### src/rtl/div_pkg.sv
// Shared definitions for the sequential RV32M divider: op encodings, FSM states
// and the iteration-count helper.
package div_pkg;

  localparam logic [1:0] DIV_OP_DIV  = 2'b00;
  localparam logic [1:0] DIV_OP_DIVU = 2'b01;
  localparam logic [1:0] DIV_OP_REM  = 2'b10;
  localparam logic [1:0] DIV_OP_REMU = 2'b11;

  typedef enum logic [1:0] {
    IDLE = 2'd0,
    CALC = 2'd1,
    FIX  = 2'd2,
    DONE = 2'd3
  } div_state_t;

  function automatic int unsigned div_iters(int unsigned xlen, int unsigned bpc);
    return xlen / bpc;
  endfunction

endpackage

### src/rtl/div_step.sv
// One combinational restoring-division step: shift the partial remainder left,
// try the subtraction, and append the resulting quotient bit to the shift register.
module div_step #(
  parameter int unsigned XLEN = 32
) (
  input  logic [XLEN:0]   rem_in,
  input  logic [XLEN-1:0] divisor,
  input  logic [XLEN-1:0] shift_in,
  output logic [XLEN:0]   rem_out,
  output logic [XLEN-1:0] shift_out
);

  logic [XLEN:0] shifted;
  logic [XLEN:0] diff;
  logic          q_bit;
  logic          msb_unused;

  // The partial remainder is always below the divisor, so its MSB is zero on entry.
  assign msb_unused = rem_in[XLEN];

  always_comb begin
    shifted   = {rem_in[XLEN-1:0], shift_in[XLEN-1]};
    diff      = shifted - {1'b0, divisor};
    q_bit     = ~diff[XLEN];
    rem_out   = q_bit ? diff : shifted;
    shift_out = {shift_in[XLEN-2:0], q_bit};
  end

endmodule

### src/rtl/seq_divider.sv
// Multi-cycle restoring divider for DIV/DIVU/REM/REMU with start/ready/valid
// handshake, kill flush and single-cycle divide-by-zero / overflow results.
module seq_divider
  import div_pkg::*;
#(
  parameter int unsigned XLEN           = 32,
  parameter int unsigned BITS_PER_CYCLE = 1
) (
  input  logic            clk,
  input  logic            rst,
  input  logic            start,
  input  logic [1:0]      op,
  input  logic [XLEN-1:0] dividend,
  input  logic [XLEN-1:0] divisor,
  input  logic            kill,
  output logic            ready,
  output logic            valid,
  output logic [XLEN-1:0] result
);

  localparam int unsigned ITERS = div_iters(XLEN, BITS_PER_CYCLE);
  localparam int unsigned CNT_W = (ITERS > 1) ? $clog2(ITERS) : 1;
  localparam logic [CNT_W-1:0] CNT_INIT = CNT_W'(ITERS - 1);

  div_state_t       state;
  logic [1:0]       op_q;
  logic             q_neg_q;
  logic             r_neg_q;
  logic [XLEN:0]    rem_q;
  logic [XLEN-1:0]  shift_q;
  logic [XLEN-1:0]  dvsr_q;
  logic [CNT_W-1:0] cnt;

  logic            is_signed;
  logic            is_rem;
  logic            a_neg;
  logic            b_neg;
  logic [XLEN-1:0] a_abs;
  logic [XLEN-1:0] b_abs;
  logic            div_zero;
  logic            overflow;
  logic [XLEN-1:0] special_res;
  logic [XLEN-1:0] fix_res;
  logic [XLEN:0]   rem_next;
  logic [XLEN-1:0] shift_next;

  always_comb begin
    is_signed = ~op[0];
    is_rem    = op[1];
    a_neg     = is_signed & dividend[XLEN-1];
    b_neg     = is_signed & divisor[XLEN-1];
    // The most negative value maps onto itself, which reads correctly as unsigned.
    a_abs     = a_neg ? -dividend : dividend;
    b_abs     = b_neg ? -divisor : divisor;
    div_zero  = (divisor == '0);
    overflow  = is_signed && (dividend == {1'b1, {(XLEN-1){1'b0}}}) && (divisor == '1);
    if (div_zero) begin
      special_res = is_rem ? dividend : '1;
    end else begin
      special_res = is_rem ? '0 : dividend;
    end
  end

  always_comb begin
    fix_res = shift_q;
    if (op_q == DIV_OP_DIV) begin
      fix_res = q_neg_q ? -shift_q : shift_q;
    end else if (op_q == DIV_OP_REM) begin
      fix_res = r_neg_q ? -rem_q[XLEN-1:0] : rem_q[XLEN-1:0];
    end else if (op_q == DIV_OP_REMU) begin
      fix_res = rem_q[XLEN-1:0];
    end
  end

  for (genvar g = 0; g < BITS_PER_CYCLE; g++) begin : step
    logic [XLEN:0]   r_in;
    logic [XLEN:0]   r_out;
    logic [XLEN-1:0] s_in;
    logic [XLEN-1:0] s_out;

    if (g == 0) begin : first
      assign r_in = rem_q;
      assign s_in = shift_q;
    end else begin : chained
      assign r_in = step[g-1].r_out;
      assign s_in = step[g-1].s_out;
    end

    div_step #(
      .XLEN(XLEN)
    ) u_step (
      .rem_in   (r_in),
      .divisor  (dvsr_q),
      .shift_in (s_in),
      .rem_out  (r_out),
      .shift_out(s_out)
    );
  end

  assign rem_next   = step[BITS_PER_CYCLE-1].r_out;
  assign shift_next = step[BITS_PER_CYCLE-1].s_out;

  always_ff @(posedge clk) begin
    if (rst) begin
      state   <= IDLE;
      ready   <= 1'b1;
      valid   <= 1'b0;
      result  <= '0;
      op_q    <= '0;
      q_neg_q <= 1'b0;
      r_neg_q <= 1'b0;
      rem_q   <= '0;
      shift_q <= '0;
      dvsr_q  <= '0;
      cnt     <= '0;
    end else begin
      valid <= 1'b0;
      if (kill) begin
        state <= IDLE;
        ready <= 1'b1;
      end else begin
        case (state)
          IDLE, DONE: begin
            if (start) begin
              op_q    <= op;
              q_neg_q <= a_neg ^ b_neg;
              r_neg_q <= a_neg;
              if (div_zero || overflow) begin
                result <= special_res;
                valid  <= 1'b1;
                ready  <= 1'b1;
                state  <= DONE;
              end else begin
                rem_q   <= '0;
                shift_q <= a_abs;
                dvsr_q  <= b_abs;
                cnt     <= CNT_INIT;
                ready   <= 1'b0;
                state   <= CALC;
              end
            end else begin
              state <= IDLE;
            end
          end
          CALC: begin
            rem_q   <= rem_next;
            shift_q <= shift_next;
            cnt     <= cnt - 1'b1;
            if (cnt == '0) begin
              state <= FIX;
            end
          end
          FIX: begin
            result <= fix_res;
            valid  <= 1'b1;
            ready  <= 1'b1;
            state  <= DONE;
          end
          default: begin
            state <= IDLE;
            ready <= 1'b1;
          end
        endcase
      end
    end
  end

endmodule
### config.mk
export PLATFORM = sky130hd
export DESIGN_NAME = seq_divider
export DESIGN_NICKNAME = d
export VERILOG_FILES = /design/src/rtl/div_pkg.sv /design/src/rtl/div_step.sv /design/src/rtl/seq_divider.sv
export SDC_FILE = /design/constraint.sdc
export NUM_CORES = 1
export LEC_CHECK = 0
export CORE_ASPECT_RATIO = 1.5
export CORE_MARGIN = 2
export CORE_UTILIZATION = 52
export CTS_CLUSTER_DIAMETER = 30
export DETAILED_ROUTE_END_ITERATION = 10
export PLACE_DENSITY = 0.73
export SLEW_MARGIN = 20
export SYNTH_ARGS = -nofsm -noshare
export SYNTH_HDL_FRONTEND = slang
export SYNTH_HIERARCHICAL = 1
export SYNTH_SLANG_ARGS = --single-unit
### constraint.sdc
create_clock -name clk -period 5.2 [get_ports clk]
set_input_delay 0.78 -clock clk [delete_from_list [all_inputs] [get_ports clk]]
set_output_delay 0.78 -clock clk [all_outputs]
set_load 0.02 [all_outputs]
==> out/results.tsv, run 1 <==
stage	metric	value	unit
worst_setup_path	Critical Path Fanout Max	19	
place	post-DP HPWL	29600	um
clock_network	CTS Buf Count	17	
route	Vias/cell	6.41	
floorplan	Die H	190	um
grt	first-pass GRT wire length	63000	um
hold_path	min-delay src	result[14]$_SDFFE_PP0P_	
power	maximum VDD drop	0.219	mV
clock_network	postcts setup bufs	0	
finish	layout cell share with drive strength beyond 1	6.84	%
floorplan	number of cell rows	67	
finish	post-synthesis to final-layout area growth	12.8	%
finish	nets@finish	1754	
route	DRC violations left	0	
clock_network	hold_buf cts	0	
status	status	finished, final reports clean	
place	Placed Area	12800	um2
timing	Hold Vio Cnt, Final	0	
finish	n_diodes	0	
finish	area occupied by multi-input gates	8210	um2
floorplan	core outline area	22500	um2
timing	Slew HR	25.7	%
finish	Fillers	2154	
route	via count	12373	
synth	Cell Area, Synth	11900	um2
job	max-cap violations	0	
worst_setup_path	slack of the worst reg-to-reg path	1000	ps
power	Leak Pwr	4.83	nW
floorplan	number of I/O pins	104	
clock_network	Post-CTS Resized	0	
grt	initial antenna violation count	0	
synth	Yosys warnings	6	
floorplan	Die W	128	um
grt	largest net degree at the start of global routing	104	
route	DRT Pass-1 Iters	5	
worst_setup_path	R2R Path Start	rem_q[18]$_SDFFE_PP0P_	
place	Port Buffer Count	103	
worst_setup_path	worst r2r dst	rem_q[30]$_SDFFE_PP0P_	
finish	post-route insts no fill	1929	
clock_network	CTS root buf	clkbuf_16	
timing	unrepaired setup endpoints after global routing	no	
route	DRT Wirelength	39700	um
hold_path	Hold Path Class	flip-flop to flip-flop	
grt	vias in the first global route	11820	
grt	Total GRT Usage	32.8	%
timing	crit path setup slack, layout	996	ps
floorplan	Initial Util	53.2	%
timing	setup_tns	0	ps
power	Cell Pwr Density	244	nW/um2
synth	Gate Count Post-Synth	1640	
worst_setup_path	Worst Path Arrival	4560	ps
timing	Worst-Margin Slew	1110	ps
clock_network	Clock Tree Buf Depth	2	
route	Final ANT Viol Nets	0	
timing	count of final max-slew check failures	0	
route	WL/cell	20.6	um
clock_network	clk sink count	141	
place	pre-CTS setup slack	783	ps
clock_network	clock latency on the worst-skew pair	440	ps
clock_network	H-tree Lvls	4	
timing	Max Freq	0.238	GHz
finish	Design Area, Final	13500	um2
timing	period utilization	80.8	%
route	1st-iter DRT viols	1048	
worst_setup_path	WS Path Type	flip-flop to flip-flop	
worst_setup_path	Req. time, crit path	5550	ps
place	gpl congestion	0.987	
timing	clk_skew	12.8	ps
worst_setup_path	R2R depth	15	
clock_network	TritonCTS clock tree	done	
worst_setup_path	Critical Path Sink Type	flip-flop	
hold_path	Hold Path End	result[14]$_SDFFE_PP0P_	
timing	Setup violations, final	0	
clock_network	Worst-path clk slew	60	ps
timing	minimum clock period	4200	ps
floorplan	die area	24200	um2
place	post-placement cell count	1898	
hold_path	hold path depth	2	
power	Tot Pwr	0.00328	W
grt	total gr overflow	0	
synth	Avg Cell Area, Syn	7.29	um2
worst_setup_path	crit path launch type	flip-flop	
finish	FF/Latch Area	2820	um2
synth	Mapped Nets	1753	
==> layer usage <==
| layer | up-vias | track usage (%) | routed length, um |
|---|---|---|---|
| li1 | 5923 | - | - |
| met5 | - | 0 | 0 |
| met1 | 5829 | 36.7 | 15100 |
| met4 | 0 | 23.2 | 3050 |
| met3 | 140 | 4.75 | 2060 |
| met2 | 481 | 56.5 | 19400 |
==> area by class of cell <==
class	instances	area share, %
Clock inverter	11	1.41
Sequential cell	141	20.9
Tap cell	276	2.56
Clock buffer	20	3.39
Inverter	67	1.87
Timing Repair Buffer	125	8.95
Multi-Input combinational cell	1289	60.9
==> report_power, final <==
| group | internal, W | switching, W |
|---|---|---|
| Sequential | 0.00112 | 0.0000513 |
| Combinational | 0.000287 | 0.000465 |
| Clock | 0.000871 | 0.000486 |
==> worst max-delay path by stage <==
stage                              from                        to  slack, ps
6_report         rem_q[18]$_SDFFE_PP0P_    rem_q[30]$_SDFFE_PP0P_       1000
5_1_grt          rem_q[18]$_SDFFE_PP0P_    rem_q[30]$_SDFFE_PP0P_        740
4_1_cts          rem_q[18]$_SDFFE_PP0P_    rem_q[30]$_SDFFE_PP0P_       1080
3_5_place_dp                 divisor[0]  shift_q[27]$_SDFFE_PP0P_        780
3_3_place_gp                 divisor[0]       cnt[4]$_SDFFE_PP0P_        900
2_1_floorplan  shift_q[31]$_SDFFE_PP0P_    rem_q[10]$_SDFFE_PP0P_       1560
==> worst max-delay path: stages, from the launching register on <==
cell      delay, ps
dfxtp_1         610
ha_1            420
a21oi_2         240
o21ai_1         140
a211oi_1        370
o211ai_1        240
nand2_1         150
a311o_1         170
o211ai_1         90
ha_1            520
buf_4           320
nand2_1          70
or4_1           400
nand4b_1        110
nand3_1          80
a21oi_1         180
==> cells in the final DEF (no fill, tap or decap), types with 11 or more instances in the layout <==
cell and instances:
ha_1 41, clkbuf_16 17, maj3_1 27, mux2_2 17, buf_4 22, nand3_1 49, a31oi_1 32, nand2b_1 23
nor2_1 134, o211ai_1 19, xor2_1 50, nand2_1 198, o41ai_1 13, o31ai_1 14, inv_1 67, o21a_1 11
dfxtp_1 141, a21o_1 13, nor3_1 36, nor4_1 26, clkdlybuf4s50_1 102, xnor2_1 80, or4_1 11, nand4_1 25
o21ai_0 82, a211oi_1 40, a21oi_1 171
==> metrics by stage <==
stage	utilization (%)	hold WS, ps
after floorplan	-	451
after global placement	57.1	456
after detailed placement	57.1	449
after CTS	60.0	466
after global routing	60.0	499
final	60.0	464
==> registers in the layout (all words and copies together) (netlist names) <==
signal / cells
q_neg_q: 1
rem_q: 32
shift_q: 32
r_neg_q: 1
dvsr_q: 32
state: 2
op_q: 2
cnt: 5
valid: 1
result: 32
ready: 1
Power figures use the tool's default switching activity.
==> run 2, diff against run 1 <==
==> constraint.sdc (replaced) <==
create_clock -name clk -period 4.3 [get_ports clk]
set_input_delay 0.645 -clock clk [delete_from_list [all_inputs] [get_ports clk]]
set_output_delay 0.645 -clock clk [all_outputs]
set_load 0.02 [all_outputs]
==> run 2 against run 1 <==
Highest routed layer unchanged. Critical endpoint unchanged. Largest power group unchanged. Hold slack better by 13 ps. Sequential cell count did not move. Wire length shrank 1.7%. Fmax is 9.0% higher. Sequential share of layout area shrank 0.21 points. Via count shrank 1.5%. Core utilization up 0.60 points. Register-to-register slack got worse by 550 ps. Clock power up 6%. Non-clock buffer count is 25 higher. Total power grew 15%. Worst setup slack worse by 550 ps.
==> out/results.tsv, run 2 (same netlist as run 1, synthesis figures left out) <==
stage	metric	value	unit	change
status	status	finished, final reports clean		unchanged
route	1st-iter DRT viols	1041		was 1048
grt	vias in the first global route	11427		was 11820
place	pre-CTS setup slack	236	ps	was 783 ps
finish	post-synthesis to final-layout area growth	13.9	%	was 12.8%
timing	minimum clock period	3860	ps	was 4200 ps
finish	n_diodes	0		unchanged
floorplan	die area	24200	um2	unchanged
clock_network	H-tree Lvls	4		unchanged
finish	commonest non-fill, non-tap cell in the layout	nand2_1		unchanged
route	Final ANT Viol Nets	0		unchanged
worst_setup_path	Req. time, crit path	4590	ps	was 5550 ps
clock_network	Clock Tree Buf Depth	2		unchanged
worst_setup_path	Crit path largest cell delay	430	ps	was 610 ps
worst_setup_path	Critical Path Sink Type	flip-flop		unchanged
grt	largest net degree at the start of global routing	71		was 104
floorplan	Die H	190	um	unchanged
route	DRT Pass-1 Iters	5		unchanged
worst_setup_path	crit path launch type	flip-flop		unchanged
power	maximum VDD drop	0.284	mV	was 0.219 mV
clock_network	Post-CTS Resized	0		unchanged
worst_setup_path	Critical Path Fanout Max	20		was 19
job	max-cap violations	0		unchanged
timing	count of final max-slew check failures	0		unchanged
timing	Hold WS	477	ps	was 464 ps
clock_network	postcts setup bufs	0		unchanged
power	Tot Pwr	0.00378	W	was 0.00328 W
clock_network	hold_buf cts	0		unchanged
floorplan	Die W	128	um	unchanged
finish	layout cell share with drive strength beyond 1	8.34	%	was 6.84%
floorplan	Initial Util	53.2	%	unchanged
worst_setup_path	Worst Path Arrival	4140	ps	was 4560 ps
grt	total gr overflow	0		unchanged
finish	Fillers	2100		was 2154
route	Vias/cell	6.23		was 6.41
clock_network	CTS Buf Count	17		unchanged
hold_path	Hold Path Class	flip-flop to flip-flop		unchanged
timing	Setup violations, final	0		unchanged
timing	Hold Vio Cnt, Final	0		unchanged
floorplan	core outline area	22500	um2	unchanged
timing	setup_tns	0	ps	unchanged
grt	first-pass GRT wire length	61600	um	was 63000 um
clock_network	clk sink count	141		unchanged
route	WL/cell	20.0	um	was 20.6 um
grt	Total GRT Usage	32.2	%	was 32.8%
worst_setup_path	slowest CP cell	fa_1		was dfxtp_1
grt	initial antenna violation count	0		unchanged
timing	unrepaired setup endpoints after global routing	no		unchanged
route	DRC violations left	0		unchanged
finish	nets@finish	1779		was 1754
floorplan	number of cell rows	67		unchanged
timing	crit path setup slack, layout	442	ps	was 996 ps
timing	clk_skew	8.37	ps	was 12.8 ps
timing	Worst-Margin Slew	1100	ps	was 1110 ps
timing	Max Freq	0.259	GHz	was 0.238 GHz
power	Leak Pwr	4.93	nW	was 4.83 nW
clock_network	clock latency on the worst-skew pair	440	ps	about the same
clock_network	CTS root buf	clkbuf_16		unchanged
place	Port Buffer Count	103		unchanged
power	Cell Pwr Density	277	nW/um2	was 244 nW/um2
timing	period utilization	89.7	%	was 80.8%
place	gpl congestion	0.964		was 0.987
clock_network	Worst-path clk slew	60	ps	about the same
place	post-DP HPWL	29700	um	was 29600 um
worst_setup_path	WS Path Type	flip-flop to flip-flop		unchanged
finish	Design Area, Final	13600	um2	was 13500 um2
clock_network	TritonCTS clock tree	done		unchanged
worst_setup_path	CP Cell Sequence	inv_1 -> ha_1 -> fa_1 -> nand2b_1 -> a21oi_2 -> o21bai_4 -> a21oi_4 -> o2111ai_1 -> a311o_1 -> o211ai_1 -> ha_1 -> inv_1 -> buf_4 -> nor2_1 -> o311a_1 -> nand4b_1 -> nand3_1 -> a21oi_1		was ha_1 -> a21oi_2 -> o21ai_1 -> a211oi_1 -> o211ai_1 -> nand2_1 -> a311o_1 -> o211ai_1 -> ha_1 -> buf_4 -> nand2_1 -> or4_1 -> nand4b_1 -> nand3_1 -> a21oi_1
finish	most frequent cells in the layout	nand2_1 (198), a21oi_1 (171), dfxtp_1 (141)		unchanged
route	via count	12187		was 12373
place	Placed Area	13000	um2	was 12800 um2
route	DRT Wirelength	39000	um	was 39700 um
floorplan	number of I/O pins	104		unchanged
timing	Slew HR	26.4	%	was 25.7%
## run 2: changes by cell type in the layout (fill, tap and decap cells not counted), sizes merged
cell,before,now
bufinv,5,1
inv,67,69
clkinv,2,6
clkbuf,20,19
buf,23,48
## run 2: cell type report
cell class,count,area (um2),share of cell area [%]
Clock buffer,19,453,3.33
Clock inverter,13,115,0.846
Inverter,67,251,1.85
Multi-Input combinational cell,1289,8210,60.3
Sequential cell,141,2820,20.7
Tap cell,276,345,2.54
Timing Repair Buffer,150,1420,10.4
## run 2: per-layer routing
layer  GRT usage, %  vias to the layer above  part of all wire, %
met5              0                        -                    0
met3           3.57                      112                  4.2
met4           20.7                        0                  6.6
li1               -                     5957                    -
met2           55.7                      373                   50
met1           37.3                     5745                   39
## run 2: power by group
part	internal [W]	total (W)	leakage, nW	switching, W
registers	0.00136	0.00142	1.15	0.0000599
logic	0.000355	0.000913	3.52	0.000558
clock network	0.000826	0.00144	0.272	0.000619
## run 2: path summary, 6_finish.rpt
check / start / end / slack [ps] / cells past startpoint
min reg2reg: result[14]$_SDFFE_PP0P_ / result[14]$_SDFFE_PP0P_ / 480 / 2
max reg2reg: shift_q[31]$_SDFFE_PP0P_ / rem_q[30]$_SDFFE_PP0P_ / 440 / 18
min: result[14]$_SDFFE_PP0P_ / result[14]$_SDFFE_PP0P_ / 480 / 2
max: shift_q[31]$_SDFFE_PP0P_ / rem_q[30]$_SDFFE_PP0P_ / 440 / 18
## run 2: through the flow
step	cells	utilization [%]
after floorplan	1640	-
after global placement	1923	58.1
after detailed placement	1923	58.1
after CTS	1955	60.6
after global routing	1955	60.6
final	1955	60.6
## run 2: critical path, delay by kind of cell, from the launching register on
family / cells / cell delay, ps
flip-flops: 1 / 330
AO/OA/AOI/OAI: 8 / 1420
AND/OR/NAND/NOR: 4 / 520
adder cells (fa/ha/maj): 3 / 1000
buffers and inverters: 3 / 430
==> run 3, diff against run 2 <==
--- a/config.mk
+++ b/config.mk
@@ -6,8 +6,8 @@
 export NUM_CORES = 1
 export LEC_CHECK = 0
 export CORE_ASPECT_RATIO = 1.5
-export CORE_MARGIN = 2
 export CORE_UTILIZATION = 52
+export CTS_BUF_LIST = sky130_fd_sc_hd__clkbuf_4
 export CTS_CLUSTER_DIAMETER = 30
 export DETAILED_ROUTE_END_ITERATION = 10
 export PLACE_DENSITY = 0.73
==> run 3 against run 2 <==
Core utilization decreased by 1.2 points. Sequential share of layout area increased by 0.42 points. Wire length increased by 1.3%. Total power decreased by 11%. Cell area decreased by 2.0%. Clock-buffer cell count unchanged. Largest power group is now sequential cells. Fmax increased by 1.5%. Sequential power about the same. Non-clock buffer count decreased by 4. Combinational power increased by 0.7%. Die area decreased by 2.6%. Clock power decreased by 28%.
==> out/results.tsv, run 3 (same netlist as run 1, synthesis figures left out) <==
stage	metric	value	unit	change
hold_path	min-delay src	rst		was result[14]$_SDFFE_PP0P_
timing	Slew HR	25.5	%	was 26.4%
route	WL/cell	20.2	um	was 20.0 um
floorplan	number of cell rows	67		unchanged
grt	first-pass GRT wire length	62100	um	was 61600 um
grt	initial antenna violation count	1		was 0
worst_setup_path	Worst Path Arrival	4230	ps	was 4140 ps
grt	met1 usage	38.1	%	was 37.3%
place	post-placement cell count	1919		was 1923
worst_setup_path	R2R depth	18		unchanged
power	Tot Pwr	0.00338	W	was 0.00378 W
grt	total gr overflow	0		unchanged
finish	post-route insts no fill	1952		was 1955
hold_path	Hold Path End	shift_q[18]$_SDFFE_PP0P_		was result[14]$_SDFFE_PP0P_
grt	GR peak layer	met2		unchanged
worst_setup_path	slack of the worst reg-to-reg path	500	ps	was 440 ps
power	Leak Pwr	4.81	nW	was 4.93 nW
floorplan	Die W	126	um	was 128 um
worst_setup_path	R2R Path Start	shift_q[31]$_SDFFE_PP0P_		unchanged
floorplan	Initial Util	53.2	%	unchanged
clock_network	CTS Buf Count	17		unchanged
route	DRT Wirelength	39500	um	was 39000 um
grt	Total GRT Usage	33.6	%	was 32.2%
hold_path	hold path depth	2		unchanged
floorplan	number of I/O pins	104		unchanged
power	internal power	0.00224	W	was 0.00254 W
timing	Hold Vio Cnt, Final	0		unchanged
worst_setup_path	Worst Path Buf+Inv	3		unchanged
power	combinational power share	27.2	%	was 24.2%
grt	GRT met2 Usage	59.1	%	was 55.7%
route	1st-iter DRT viols	1069		was 1041
worst_setup_path	Req. time, crit path	4730	ps	was 4590 ps
clock_network	H-tree Lvls	4		unchanged
timing	period utilization	88.4	%	was 89.7%
power	Clock Power Share	30.9	%	was 38.3%
timing	count of final max-slew check failures	0		unchanged
clock_network	Clock Tree Buf Depth	2		unchanged
worst_setup_path	Crit path max-delay family	compound AO/OA/AOI/OAI gates		unchanged
timing	Worst-Margin Slew	1120	ps	was 1100 ps
hold_path	Hold Path Class	input pin to flip-flop		was flip-flop to flip-flop
power	Sw Pwr	0.00114	W	was 0.00124 W
worst_setup_path	worst r2r dst	rem_q[30]$_SDFFE_PP0P_		unchanged
timing	unrepaired setup endpoints after global routing	no		unchanged
status	status	finished, final reports clean		unchanged
finish	post-synthesis to final-layout area growth	11.7	%	was 13.9%
timing	Hold WS	433	ps	was 477 ps
timing	setup_tns	0	ps	unchanged
power	sequential power share	41.9	%	was 37.5%
clock_network	TritonCTS clock tree	done		unchanged
finish	nets@finish	1775		was 1779
power	Cell Pwr Density	253	nW/um2	was 277 nW/um2
finish	Finished Core Util	59.4	%	was 60.6%
worst_setup_path	Critical Path Fanout Max	17		was 20
place	Port Buffer Count	103		unchanged
finish	most frequent cells in the layout	nand2_1 (198), a21oi_1 (171), dfxtp_1 (141)		unchanged
timing	minimum clock period	3800	ps	was 3860 ps
worst_setup_path	crit path launch type	flip-flop		unchanged
clock_network	clk sink count	141		unchanged
worst_setup_path	Crit path largest cell delay	440	ps	was 430 ps
route	DRT Pass-1 Iters	5		unchanged
clock_network	postcts setup bufs	0		unchanged
finish	commonest non-fill, non-tap cell in the layout	nand2_1		unchanged
worst_setup_path	slowest CP cell	fa_1		unchanged
route	DRC violations left	0		unchanged
floorplan	Die H	188	um	was 190 um
clock_network	hold_buf cts	0		unchanged
clock_network	CTS root buf	clkbuf_4		was clkbuf_16
grt	met3 GRT Util	4.14	%	was 3.57%
finish	Fillers	2128		was 2100
place	post-DP HPWL	29600	um	was 29700 um
grt	vias in the first global route	11431		was 11427
grt	largest net degree at the start of global routing	89		was 71
power	maximum VDD drop	0.233	mV	was 0.284 mV
worst_setup_path	CP Cell Sequence	inv_1 -> ha_1 -> fa_1 -> nand2b_1 -> a21oi_2 -> o21bai_4 -> a21oi_4 -> o2111ai_1 -> a311o_1 -> o211ai_1 -> ha_1 -> inv_1 -> buf_4 -> nor2_1 -> o311a_1 -> nand4b_1 -> nand3_1 -> a21oi_1		unchanged
floorplan	core outline area	22500	um2	unchanged
clock_network	Worst-path clk slew	130	ps	was 60 ps
clock_network	Post-CTS Resized	0		unchanged
worst_setup_path	WS Path Type	flip-flop to flip-flop		unchanged
place	gpl congestion	0.973		was 0.964
route	via count	12254		was 12187
timing	Max Freq	0.263	GHz	was 0.259 GHz
worst_setup_path	Critical Path Sink Type	flip-flop		unchanged
route	Vias/cell	6.28		was 6.23
timing	clk_skew	17.3	ps	was 8.37 ps
floorplan	die area	23600	um2	was 24200 um2
clock_network	clock latency on the worst-skew pair	580	ps	was 440 ps
power	Switching Share	33.7	%	was 32.8%
job	max-cap violations	0		unchanged
route	Final ANT Viol Nets	0		unchanged
finish	layout cell share with drive strength beyond 1	8.00	%	was 8.34%
timing	Setup violations, final	0		unchanged
## run 3: cell types whose count changed in the layout (fill, tap and decap cells not counted), sizes merged
| cell | before | now |
|---|---|---|
| inv | 69 | 67 |
| diode | 0 | 1 |
| clkinvlp | 4 | 2 |
| buf | 48 | 44 |
| bufinv | 1 | 5 |
## run 3: layout make-up
cell class              instances  area, um2  share of cell area (%)
clock inverters                13        196                    1.47
flip-flops and latches        141       2820                    21.2
diodes                          1       2.50                  0.0188
clock buffers                  19        143                    1.07
multi-input cells            1289       8210                    61.5
inverters                      67        251                    1.88
repair buffers                146       1380                    10.3
well taps                     276        345                    2.59
## run 3: worst max path at each step
stage	cells after the start	slack (ps)	startpoint	to
after floorplan	16	660	shift_q[31]$_SDFFE_PP0P_	rem_q[10]$_SDFFE_PP0P_
after global placement	11	420	divisor[1]	rem_q[1]$_SDFFE_PP0P_
after detailed placement	11	360	divisor[1]	rem_q[11]$_SDFFE_PP0P_
after CTS	18	550	shift_q[31]$_SDFFE_PP0P_	rem_q[30]$_SDFFE_PP0P_
after global routing	18	260	shift_q[31]$_SDFFE_PP0P_	rem_q[28]$_SDFFE_PP0P_
final	18	500	shift_q[31]$_SDFFE_PP0P_	rem_q[30]$_SDFFE_PP0P_
## run 3: layer usage
metal	up-vias	share of wire, %
li1	5955	-
met1	5781	39
met2	419	50
met3	99	4.3
met4	0	6.2
met5	-	0
## run 3: power by group through the flow
stage          sequential [W]  clock, W  combinational [W]
4_1_cts               0.00141   0.00107           0.000910
3_5_place_dp          0.00144         0           0.000905
2_1_floorplan         0.00143         0           0.000638
6_report              0.00142   0.00104           0.000919
3_3_place_gp          0.00144         0           0.000899
5_1_grt               0.00142   0.00112           0.000998
## run 3: metrics by stage
step / setup WS (ps) / instance area [um2]
after floorplan: 660 / 11900
after global placement: 422 / 13000
after detailed placement: 363 / 13000
after CTS: 549 / 13300
after global routing: 262 / 13300
final: 500 / 13300
